**src/rtl/bitstream_period_decoder_pkg.sv**
```systemverilog
// Shared definitions for the square-wave bitstream link.
// The generator and the decoder both use the expected half-period lengths.
// Contents:
//   dec_state_t        decoder FSM states
//   DEFAULT_*          default debounce depth, timeout and counter width
//   HALF_PERIOD_*      nominal low/high run lengths of the link waveform
package bitstream_period_decoder_pkg;

    typedef enum logic [1:0] {
        SEARCH   = 2'd0,
        RUN_LOW  = 2'd1,
        RUN_HIGH = 2'd2,
        LOST     = 2'd3
    } dec_state_t;

    localparam int unsigned DEFAULT_CNT_W    = 16;
    localparam int unsigned DEFAULT_DEBOUNCE = 4;
    localparam int unsigned DEFAULT_TIMEOUT  = 8192;

    localparam int unsigned HALF_PERIOD_LOW  = 2096;
    localparam int unsigned HALF_PERIOD_HIGH = 2093;

endpackage

```
**src/rtl/bitstream_period_decoder_hysteresis_slicer.sv**
```systemverilog
// Front end of the bitstream decoder: input register, hysteresis slicer and
// debounce filter.
// Ports:
//   clk        instrument clock, posedge
//   reset      synchronous, active-high
//   sample_in  signed ADC sample
//   thresh_hi  slicer goes 1 when the registered sample is >= thresh_hi
//   thresh_lo  slicer goes 0 when the registered sample is <= thresh_lo
//   level      debounced logic level
//   edge_stb   1-cycle strobe in the cycle level changes
module hysteresis_slicer
    import bitstream_period_decoder_pkg::*;
#(
    parameter int unsigned DEBOUNCE = DEFAULT_DEBOUNCE
) (
    input  logic               clk,
    input  logic               reset,
    input  logic signed [15:0] sample_in,
    input  logic signed [15:0] thresh_hi,
    input  logic signed [15:0] thresh_lo,
    output logic               level,
    output logic               edge_stb
);

    localparam int unsigned DB_W = $clog2(DEBOUNCE + 1);

    logic signed [15:0] sample_q;
    logic               slice_q;
    logic [DB_W-1:0]    db_cnt;

    always_ff @(posedge clk) begin
        if (reset) begin
            sample_q <= '0;
            slice_q  <= 1'b0;
            db_cnt   <= '0;
            level    <= 1'b0;
            edge_stb <= 1'b0;
        end else begin
            sample_q <= sample_in;

            // High test first so an inverted threshold pair still resolves to 1.
            if (sample_q >= thresh_hi) begin
                slice_q <= 1'b1;
            end else if (sample_q <= thresh_lo) begin
                slice_q <= 1'b0;
            end

            // Count consecutive samples that disagree with the accepted level;
            // any agreeing sample restarts the count.
            edge_stb <= 1'b0;
            if (slice_q != level) begin
                if (db_cnt == DB_W'(DEBOUNCE - 1)) begin
                    level    <= slice_q;
                    edge_stb <= 1'b1;
                    db_cnt   <= '0;
                end else begin
                    db_cnt <= db_cnt + 1'b1;
                end
            end else begin
                db_cnt <= '0;
            end
        end
    end

endmodule

```
**src/rtl/bitstream_period_decoder.sv**
```systemverilog
// Receive end of the square-wave bitstream link. Slices the ADC input into a
// debounced level, measures high and low run lengths and reports each
// complete period.
// Ports:
//   clk           instrument clock, posedge
//   reset         synchronous, active-high
//   sample_in     signed ADC sample
//   thresh_hi     signed upper slicer threshold
//   thresh_lo     signed lower slicer threshold
//   level_out     debounced logic level
//   high_len      last complete high run length (cycles)
//   low_len       last complete low run length (cycles)
//   period_valid  1-cycle strobe: high_len/low_len hold a new period
//   period_count  number of period_valid strobes since reset (wraps)
//   locked        a full period has been measured and no timeout since
//   lost          sticky timeout flag, cleared by the next accepted edge
module bitstream_period_decoder
    import bitstream_period_decoder_pkg::*;
#(
    parameter int unsigned CNT_W    = DEFAULT_CNT_W,
    parameter int unsigned DEBOUNCE = DEFAULT_DEBOUNCE,
    parameter int unsigned TIMEOUT  = DEFAULT_TIMEOUT
) (
    input  logic               clk,
    input  logic               reset,
    input  logic signed [15:0] sample_in,
    input  logic signed [15:0] thresh_hi,
    input  logic signed [15:0] thresh_lo,
    output logic               level_out,
    output logic [CNT_W-1:0]   high_len,
    output logic [CNT_W-1:0]   low_len,
    output logic               period_valid,
    output logic [15:0]        period_count,
    output logic               locked,
    output logic               lost
);

    logic             level;
    logic             edge_stb;
    dec_state_t       state;
    dec_state_t       state_nxt;
    logic [CNT_W-1:0] run_cnt;
    logic             low_valid;

    logic             timed_out;
    logic             latch_low;
    logic             latch_high;
    logic             emit;
    logic             timeout_hit;
    logic             resync;

    hysteresis_slicer #(
        .DEBOUNCE (DEBOUNCE)
    ) u_slicer (
        .clk       (clk),
        .reset     (reset),
        .sample_in (sample_in),
        .thresh_hi (thresh_hi),
        .thresh_lo (thresh_lo),
        .level     (level),
        .edge_stb  (edge_stb)
    );

    assign level_out = level;
    assign timed_out = (run_cnt >= CNT_W'(TIMEOUT));

    // Levels alternate, so an edge seen in RUN_LOW is always rising and one
    // seen in RUN_HIGH is always falling.
    always_comb begin
        state_nxt   = state;
        latch_low   = 1'b0;
        latch_high  = 1'b0;
        emit        = 1'b0;
        timeout_hit = 1'b0;
        resync      = 1'b0;
        case (state)
            SEARCH, LOST: begin
                if (edge_stb) begin
                    state_nxt = level ? RUN_HIGH : RUN_LOW;
                    resync    = 1'b1;
                end
            end
            RUN_LOW: begin
                if (edge_stb) begin
                    latch_low = 1'b1;
                    state_nxt = RUN_HIGH;
                end else if (timed_out) begin
                    timeout_hit = 1'b1;
                    state_nxt   = LOST;
                end
            end
            RUN_HIGH: begin
                if (edge_stb) begin
                    latch_high = 1'b1;
                    emit       = low_valid;
                    state_nxt  = RUN_LOW;
                end else if (timed_out) begin
                    timeout_hit = 1'b1;
                    state_nxt   = LOST;
                end
            end
            default: state_nxt = SEARCH;
        endcase
    end

    always_ff @(posedge clk) begin
        if (reset) begin
            state        <= SEARCH;
            run_cnt      <= '0;
            low_valid    <= 1'b0;
            high_len     <= '0;
            low_len      <= '0;
            period_valid <= 1'b0;
            period_count <= '0;
            locked       <= 1'b0;
            lost         <= 1'b0;
        end else begin
            state <= state_nxt;

            // The value held when the next edge arrives is the run length.
            if (edge_stb) begin
                run_cnt <= CNT_W'(1);
            end else if (run_cnt != '1) begin
                run_cnt <= run_cnt + 1'b1;
            end

            period_valid <= emit;
            if (latch_low) begin
                low_len   <= run_cnt;
                low_valid <= 1'b1;
            end
            if (latch_high) begin
                high_len <= run_cnt;
            end
            if (emit) begin
                period_count <= period_count + 1'b1;
                locked       <= 1'b1;
            end
            // After a timeout the next low run must be seen in full again
            // before a period can be reported.
            if (timeout_hit) begin
                lost      <= 1'b1;
                locked    <= 1'b0;
                low_valid <= 1'b0;
            end
            if (resync) begin
                lost <= 1'b0;
            end
        end
    end

endmodule
```
**config.mk**
```make
export PLATFORM = sky130hd
export DESIGN_NAME = bitstream_period_decoder
export DESIGN_NICKNAME = d
export VERILOG_FILES = /design/src/rtl/bitstream_period_decoder_pkg.sv /design/src/rtl/bitstream_period_decoder_hysteresis_slicer.sv /design/src/rtl/bitstream_period_decoder.sv
export SDC_FILE = /design/constraint.sdc
export NUM_CORES = 1
export LEC_CHECK = 0
export ABC_CLOCK_PERIOD_IN_PS = 4150
export CAP_MARGIN = 20
export CORE_MARGIN = 10
export CORE_UTILIZATION = 54
export DETAILED_ROUTE_END_ITERATION = 6
export PLACE_DENSITY = 0.86
export SYNTH_ARGS = -nofsm -noshare
export SYNTH_HDL_FRONTEND = slang
export SYNTH_SLANG_ARGS = --single-unit
```
**constraint.sdc**
```tcl
create_clock -name clk -period 4.15 [get_ports clk]
set_input_delay 0.83 -clock clk [delete_from_list [all_inputs] [get_ports clk]]
set_output_delay 0.83 -clock clk [all_outputs]
set_load 0.05 [all_outputs]
```
* Word level (Yosys, flattened, before mapping)
Cells that the tools add are included.
** Operators by class
- Bitwise gates (word level) :: 1
- $add $sub $neg :: 3
- Reductions and logical operators :: 11
- Equality and inequality tests :: 7
- Order comparisons :: 3
- Multiplexer cells :: 20
** Operators by type and width (number)
- $add 16x1->16 const B :: 2
- $ge 16x14->1 const B :: 1
- $ge 16x16->1 :: 1
- $le 16x16->1 :: 1
- $ne 16x16->1 const B :: 1
- $mux 1 :: 14
- $reduce_or 2->1 :: 6
- $mux 2 :: 5
- $pmux 2 s3 :: 1
- $eq 2x2->1 const B :: 2
- $reduce_bool 2->1 :: 2
- $add 3x1->3 const B :: 1
- $eq 3x2->1 const B :: 1
- $reduce_or 3->1 :: 1
- $eq 2x1->1 const B :: 1
- $logic_not 2->1 :: 1
- $ne 2x1->1 const B :: 1
- $reduce_and 2->1 :: 1
- $ne 1x1->1 :: 1
- $not 1->1 :: 1
** Storage, ports and cells
- Input bits :: 50
- Word-level logic and storage cells :: 60
- Bits in registers :: 92
- Output and inout bits :: 52

* Logic depth before layout (Yosys ltp)
Gate-level depths: netlist of run 1.
- Depth after elaboration :: 5
- Gate-level depth with buffers :: 9

* Cells and area by module
Synthesis of run 1 repeated with hierarchy kept, for this count alone.
** Unflattened totals
- Cells, all modules :: 526
- Area, all modules :: 4416.7 µm²
** By module, submodules not included
- bitstream_period_decoder :: area each 2961.6 µm², cells an instance 364, instances 1
- hysteresis_slicer :: area each 1455.1 µm², cells an instance 162, instances 1

* Worst setup path before layout of run 1
No wires, ideal clock.
- Path type :: input to register
- Start :: input port thresh_hi[15]
- End :: register u_slicer.slice_q
- Data arrival time :: 2251 ps
- Path slack :: 1838 ps
- Cell stages on the path :: 7
- Buffers on the path :: 0
- Library setup time :: 62 ps
- Cells stage by stage :: inv_1 > ha_1 > and4_1 > nand2_1 > nor4_1 > or3b_2 > nand3_1
** On the way
- Longest elaborated chain between the ends :: 2
- Elaborated cells between the ends (all ways) :: 3
- Those cells by class :: order compare (1); mux (1); reduce/logical (1)
** Ends and longest elaborated chain
- from (decl) :: RTL line bitstream_period_decoder.sv:27 : input logic signed [15:0] thresh_hi,
- $ge 16x16->1 (*) :: RTL line bitstream_period_decoder_hysteresis_slicer.sv:42 : if (sample_q >= thresh_hi) begin
- $mux 1 or $reduce_bool 2->1 (tied branches)
- to (signal assigned) :: RTL line bitstream_period_decoder_hysteresis_slicer.sv:34 : slice_q <= 1'b0;
- to (signal assigned) :: RTL line bitstream_period_decoder_hysteresis_slicer.sv:43 : slice_q <= 1'b1;
- to (signal assigned) :: RTL line bitstream_period_decoder_hysteresis_slicer.sv:45 : slice_q <= 1'b0;
- to (decl) :: RTL line bitstream_period_decoder_hysteresis_slicer.sv:28 : logic slice_q;
Mark *: on every way between the ends. The rest lies on a longest branch, timed or not.
A chain may end at the register's enable or synchronous reset.

* Worst setup path in the final report of run 1
Ends and elaborated chain as after synthesis.

==> run summary, run 1 <==
## Clock tree
• 90 ps — clock transition at the register clock pins on the worst setup and hold paths after CTS
• 3 — H-Tree Level Count
• 92 — CTS Sinks
• 2 — number of buffers between clock root and the deepest sink
• 9 — total CTS buffers
• 0 — post-CTS resize count
• built — clock tree from TritonCTS
• 360 ps — latest clock arrival within the worst-skew pair
• 0 — # hold bufs at CTS
• 0 — setup fix buffers added after clock tree synthesis
• clkbuf_8 — Root Buffer Master

## GRT
• 0 — residual overflow from global routing
• 3720 — number of global-route vias before repair
• 54 — maximum number of pins on one net before global-route repair
• 17300 um — global-route wire length before repair
• 0 — initial antenna violation count
• 17.8% — global routing usage summed across all routing layers

## Logic synthesis
• 0 — number of enable flip-flop cells after synthesis
• 510 — Post-Syn Instances
• dfxtp_1 — largest area contributor in the netlist
• 0% — Post-synth ARST share
• dfxtp_1 (43%), ha_1 (11%), nand2_1 (7.8%) — dominant cells by area after synthesis
• 599 — total nets after synthesis
• 43.2% — Seq/Total Area, Yosys
• 0.00426 sq mm — cell area after technology mapping
• 0 — warnings from Yosys
• dfxtp_1 — Most used DFF post-synth
• 92 — count of state elements after synthesis
• 41 — distinct cell type count of the synthesized netlist
• 8.35 sq um — average instance area after synthesis
• 43.2% — proportion of netlist area held by the largest area contributor

## Setup path
• u_slicer.slice_q$_SDFFE_PP0P_ — Worst Setup EP
• period_count[13]$_SDFFE_PP0P_ — end of the worst register-to-register path
• flip-flop — crit end category
• state[0]$_SDFFE_PP0P_ — launch instance of the worst register-to-register path
• input port — nature of the critical path startpoint
• 8 — R2R depth
• 2910 ps — Worst EP arrival
• 4450 ps — required time reported for the critical path endpoint
• 2010 ps — worst reg-to-reg setup slack
• 4 — critical path peak fanout
• thresh_hi[15] — launch point of the worst path
• input port to flip-flop — WS Path Type

## Finish
• 710 — count of placed standard cells in the final layout, fillers left out
• 3.95% — fraction of layout instances using a drive strength above 1
• 692 — post-layout net count
• 0 — number of diodes
• clkdlybuf4s50_1 — leading cell type in the layout, fill and taps excluded
• clkdlybuf4s50_1 (100), dfxtp_1 (92), nand2_1 (88), a21oi_1 (55), nor2_1 (43) — commonest cells after routing, fill and taps aside
• 29.1% — area grow syn2layout
• 0.00550 sq mm — post-route cell area

## Pwr
• 298 mW/mm^2 — Pwr Density
• 0.185 mV — Worst VDD drop
• 1.64 mW — Total Power
• 2.15 nW — leak pwr

## Placed design
• 7980 um — DP HPWL
• 1190 ps — DP Worst Slack
• 0.833 — weighted congestion reported at the end of routability-driven placement
• 101 — Buffers on Ports
• 694 — Post-Place Cells
• 0.00532 sq mm — Placement Cell Area

## Floorplan
• 55.4% — effective utilization at floorplan
• 102 — count of pins on the block boundary
• 109 um — Die X
• 109 um — height of the chip
• 32 — Row Count
• 0.0118 sq mm — die outline area
• 0.00769 sq mm — core region area

## Timing
• false — setup repair after global routing missed its margin
• 945 ps — Worst Tran Pin Value
• 63.0% — fin crit share
• 0 — endpoints failing hold
• 0 — number of max-slew violations in the final report
• 0 ps — Total Negative Setup Slacks
• 0 — final setup violation count
• 382 MHz — upper clock frequency limit
• 2620 ps — Tmin final
• 37.0% — worst slew margin relative to its limit
• 1530 ps — setup slack after layout
• 14.0 ps — final setup skew

## Run
• 0 — max cap viols

## Detailed routing
• 6 — total iterations of the first detailed-routing run
• 5.22 — post-DR vias/cell
• 0 — number of routed nets with antenna violations
• 3707 — total number of vias
• 5010 um — Met2 Wirelength
• 14.7 um — routed length per instance
• 4490 um — Post-Route M1 WL
• 10400 um — post-detailed-routing wire length
• met4 — Highest Signal Layer
• 768 um — amount of wire on met3 after detailed routing
• 185 — Iter 0 DRT Violations
• 0 — number of design rule violations left after detail routing

## Outcome
• finished clean — status

## Hold path
• 1 — Worst Hold Path Cells
• flip-flop to flip-flop — class of the tightest hold or removal check

cell families (layout without fill, tap and decap cells):
kind of cell | Yosys count | in the layout | share of synthesized area (%)
AOI/OAI and AO/OA | 78 | 78 | 9.99
muxes | 5 | 5 | 1.17
and+or+nand+nor | 212 | 212 | 23.7
xor gates and xnor gates | 24 | 24 | 4.93
buffers and inverters | 60 | 158 | 5.49
DFF | 92 | 92 | 43.2
adders and majority gates | 39 | 39 | 11.5
worst max-delay path, cell delays in order:
cell,delay [ps]
clkdlybuf4s50_1,450
inv_1,40
ha_1,320
and4_1,230
nand2_1,90
nor4_1,390
or3b_2,480
nand3_1,80
power by group:
| group | leakage [nW] | switching [mW] | internal (mW) |
|---|---|---|---|
| sequential | 0.746 | 0.0147 | 0.898 |
| clock | 0.0921 | 0.334 | 0.227 |
| combinational | 1.31 | 0.0755 | 0.0878 |
| total | 2.15 | 0.424 | 1.21 |
metrics by stage:
stage | hold slack, ps | util [%]
after global routing | 484 | 71.5
after global placement | 408 | 69.2
final | 446 | 71.5
after detailed placement | 427 | 69.2
after CTS | 453 | 71.5
after floorplan | 399 | -
cell type report:
cell class | instances | area (sq um)
fill | 607 | 2190
multi-input combinational | 358 | 2180
sequential | 92 | 1840
timing repair buffer | 102 | 1010
inverter | 40 | 150
tap | 102 | 128
clock buffer | 9 | 124
clock inverter | 7 | 58.8
synthesized netlist by cell type (2+ instances only):
master    count
inv_1        40
buf_1         3
o21a_1        2
and2_1        2
o21ai_0       8
ha_1         39
xnor2_1       8
mux2i_1       5
and3_1        5
dfxtp_1      92
clkbuf_1     15
a211oi_1      4
nor2b_1      20
nor4_1        2
a21oi_1      55
and4_1        2
nor3_1        8
xor2_1       16
nor2_1       43
nand3_1      14
a31oi_1       4
nor3b_1       3
or3_1         2
nand4_1      14
nand2_1      88
registers in the layout, summed over array words and instances (netlist names):
| signal | count |
|---|---|
| lost | 1 |
| low_valid | 1 |
| period_count | 16 |
| period_valid | 1 |
| locked | 1 |
| state | 2 |
| u_slicer.edge_stb | 1 |
| u_slicer.sample_q | 16 |
| low_len | 16 |
| run_cnt | 16 |
| high_len | 16 |
| u_slicer.slice_q | 1 |
| u_slicer.level | 1 |
| u_slicer.db_cnt | 3 |
worst min-delay path by stage:
stage	start	to	slack [ps]
3_5_place_dp	u_slicer.db_cnt[0]$_SDFF_PP0_	u_slicer.db_cnt[0]$_SDFF_PP0_	430
5_1_grt	high_len[5]$_SDFFE_PP0P_	high_len[5]$_SDFFE_PP0P_	480
4_1_cts	u_slicer.db_cnt[0]$_SDFF_PP0_	u_slicer.db_cnt[0]$_SDFF_PP0_	450
2_1_floorplan	u_slicer.db_cnt[0]$_SDFF_PP0_	u_slicer.db_cnt[0]$_SDFF_PP0_	400
6_report	u_slicer.db_cnt[0]$_SDFF_PP0_	u_slicer.db_cnt[0]$_SDFF_PP0_	450
3_3_place_gp	u_slicer.db_cnt[0]$_SDFF_PP0_	u_slicer.db_cnt[0]$_SDFF_PP0_	410
layer usage:
metal  up-vias  track usage [%]
met1      1698             20.8
li1       1874                -
met4         0             7.53
met2       121             30.3
met3        14             4.60
met5         -                0
Note: power is estimated with default switching activity, not from simulation.
==> inputs of run 2 (changes only) <==
--- a/config.mk
+++ b/config.mk
@@ -5,12 +5,12 @@
 export SDC_FILE = /design/constraint.sdc
 export NUM_CORES = 1
 export LEC_CHECK = 0
-export ABC_CLOCK_PERIOD_IN_PS = 4150
+export ABC_CLOCK_PERIOD_IN_PS = 2480
 export CAP_MARGIN = 20
 export CORE_MARGIN = 10
-export CORE_UTILIZATION = 54
+export CORE_UTILIZATION = 50
 export DETAILED_ROUTE_END_ITERATION = 6
-export PLACE_DENSITY = 0.86
+export PLACE_DENSITY = 0.8
 export SYNTH_ARGS = -nofsm -noshare
 export SYNTH_HDL_FRONTEND = slang
 export SYNTH_SLANG_ARGS = --single-unit
==> constraint.sdc (replaced) <==
create_clock -name clk -period 2.48 [get_ports clk]
set_input_delay 0.496 -clock clk [delete_from_list [all_inputs] [get_ports clk]]
set_output_delay 0.496 -clock clk [all_outputs]
set_load 0.05 [all_outputs]
==> run 2 against run 1 <==
Effect of this change:
- total power rose by 69%
- hold slack lost 19 ps
- clock power up 73%
- combinational power rose by 69%
- first-iteration DRC count is 23% lower
- via count shrank 0.65%
- cell area is 0.75% higher
- critical path depth unchanged
- sequential power increased by 68%
- final cell count increased by 0.70%
- global-route usage fell by 1.2 points
- critical path type unchanged
- largest power group unchanged
==> run summary, run 2 (same netlist as run 1, synthesis figures left out) <==
## Timing
• 0 — final setup violation count
• 445 MHz — upper clock frequency limit
• 649 ps — Worst Tran Pin Value
• false — setup repair after global routing missed its margin
• 0 ps — Total Negative Setup Slacks
• 90.7% — fin crit share
• 2250 ps — Tmin final
• 14.1 ps — final setup skew
• 56.7% — worst slew margin relative to its limit
• 0 — endpoints failing hold
• 0 — number of max-slew violations in the final report

## GRT
• 16.6% — global routing usage summed across all routing layers
• 55 — maximum number of pins on one net before global-route repair
• 0 — initial antenna violation count
• 3689 — number of global-route vias before repair
• 0 — residual overflow from global routing
• 17700 um — global-route wire length before repair

## Setup path
• 490 ps — Largest stage delay, worst path
• clkdlybuf4s50_1 -> inv_1 -> ha_1 -> and4_1 -> nand2_1 -> nor4_1 -> or3b_2 -> nand3_1 — cell chain of the critical path
• 2550 ps — Worst EP arrival
• flip-flop — crit end category
• input port — nature of the critical path startpoint
• input port to flip-flop — WS Path Type
• 530 ps — worst reg-to-reg setup slack
• or3b_2 — CP max stage cell
• 2 — number of buffer and inverter instances along the worst setup path
• 2780 ps — required time reported for the critical path endpoint
• simple AND/OR/NAND/NOR gates — cell type group with the largest total delay on the critical path
• 2 — critical path peak fanout

## Placed design
• 7910 um — DP HPWL
• 0.00535 sq mm — Placement Cell Area
• 699 — Post-Place Cells
• 101 — Buffers on Ports
• 0.814 — weighted congestion reported at the end of routability-driven placement

## Pwr
• 501 mW/mm^2 — Pwr Density
• 55.1% — sequential share of power
• 0.390 mV — Worst VDD drop
• 10.0% — fraction of power consumed by combinational cells
• 2.04 mW — Internal Pwr Total
• 34.9% — Clock power frac
• 732 uW — Switching Power
• 26.4% — share of total power consumed by net switching
• 2.17 nW — leak pwr

## Floorplan
• 102 — count of pins on the block boundary
• 33 — Row Count
• 0.00826 sq mm — core region area
• 0.0126 sq mm — die outline area
• 112 um — Die X
• 112 um — height of the chip
• 51.6% — effective utilization at floorplan

## Finish
• 4.26% — fraction of layout instances using a drive strength above 1
• 30.1% — area grow syn2layout
• 715 — count of placed standard cells in the final layout, fillers left out
• 694 — post-layout net count
• 0.00554 sq mm — post-route cell area
• 0.00184 sq mm — Sequential Area
• 0 — number of diodes
• 0.00218 sq mm — area used by multi-input combinational logic
• 694 — layout filler cell count
• clkdlybuf4s50_1 — leading cell type in the layout, fill and taps excluded
• clkdlybuf4s50_1 (100), dfxtp_1 (92), nand2_1 (88), a21oi_1 (55), nor2_1 (43) — commonest cells after routing, fill and taps aside

## Detailed routing
• 0 — number of design rule violations left after detail routing
• 143 — Iter 0 DRT Violations
• 14.6 um — routed length per instance
• 3683 — total number of vias
• 10400 um — post-detailed-routing wire length
• 4 — total iterations of the first detailed-routing run
• 0 — number of routed nets with antenna violations
• 5.15 — post-DR vias/cell

## Outcome
• finished clean — status

## Clock tree
• 3 — H-Tree Level Count
• built — clock tree from TritonCTS
• 0 — post-CTS resize count
• 0 — setup fix buffers added after clock tree synthesis
• 9 — total CTS buffers
• 0 — # hold bufs at CTS
• 90 ps — clock transition at the register clock pins on the worst setup and hold paths after CTS
• 370 ps — latest clock arrival within the worst-skew pair
• 92 — CTS Sinks
• 2 — number of buffers between clock root and the deepest sink
• clkbuf_8 — Root Buffer Master

## Hold path
• flip-flop to flip-flop — class of the tightest hold or removal check

## Run
• 0 — max cap viols

-- run 2: changes by cell type in the layout (fill, tap and decap cells not counted), sizes merged --
| cell | delta |
|---|---|
| buf | +2 |
| clkinv | -1 |
| clkinvlp | +1 |
-- run 2: power by group through the flow --
stage / sequential (mW) / combinational [mW] / clock (mW)
global route: 1.53 / 0.313 / 1.06
floorplan: 1.55 / 0.157 / 0
global placement: 1.56 / 0.264 / 0
finish: 1.53 / 0.276 / 0.969
CTS: 1.53 / 0.278 / 0.998
detailed placement: 1.56 / 0.276 / 0
-- run 2: metal layers --
layer	global-route usage, %	up-vias	wire (um)
met5	0	-	0
met4	6.26	0	175
met3	4.10	14	582
met2	27.0	89	4870
met1	20.6	1692	4780
li1	-	1888	-
-- run 2: cell type report --
class	instances	area share, %
clock buffer	9	2.24
clock inverter	7	1.24
inverter	40	2.71
multi-input combinational	358	39.4
sequential	92	33.2
tap	105	2.37
timing repair buffer	104	18.8
-- run 2: metrics by stage --
stage | total power, mW | hold slack [ps] | utilization, % | setup WS (ps)
2_1_floorplan | 1.71 | 399 | - | 502
3_3_place_gp | 1.82 | 408 | 64.8 | 11.2
3_5_place_dp | 1.84 | 421 | 64.8 | -111
4_1_cts | 2.80 | 434 | 67.1 | 262
5_1_grt | 2.90 | 457 | 67.1 | 159
6_report | 2.77 | 426 | 67.1 | 231
-- run 2: worst paths after layout --
kind	cells after the start	start	endpoint
setup / recovery	8	thresh_hi[15]	u_slicer.slice_q$_SDFFE_PP0P_
hold / removal	1	u_slicer.db_cnt[0]$_SDFF_PP0_	u_slicer.db_cnt[0]$_SDFF_PP0_
setup reg to reg	6	u_slicer.sample_q[13]$_SDFF_PP0_	u_slicer.slice_q$_SDFFE_PP0P_
hold reg to reg	1	u_slicer.db_cnt[0]$_SDFF_PP0_	u_slicer.db_cnt[0]$_SDFF_PP0_
==> inputs of run 3 (changes only) <==
==> constraint.sdc (replaced) <==
create_clock -name clk -period 2.48 [get_ports clk]
set_input_delay 0.496 -clock clk [delete_from_list [all_inputs] [get_ports clk]]
set_output_delay 0.496 -clock clk [all_outputs]
set_load 0.01 [all_outputs]
==> results of run 3 <==
The final DEF is identical to that of run 2. Status: finished clean.
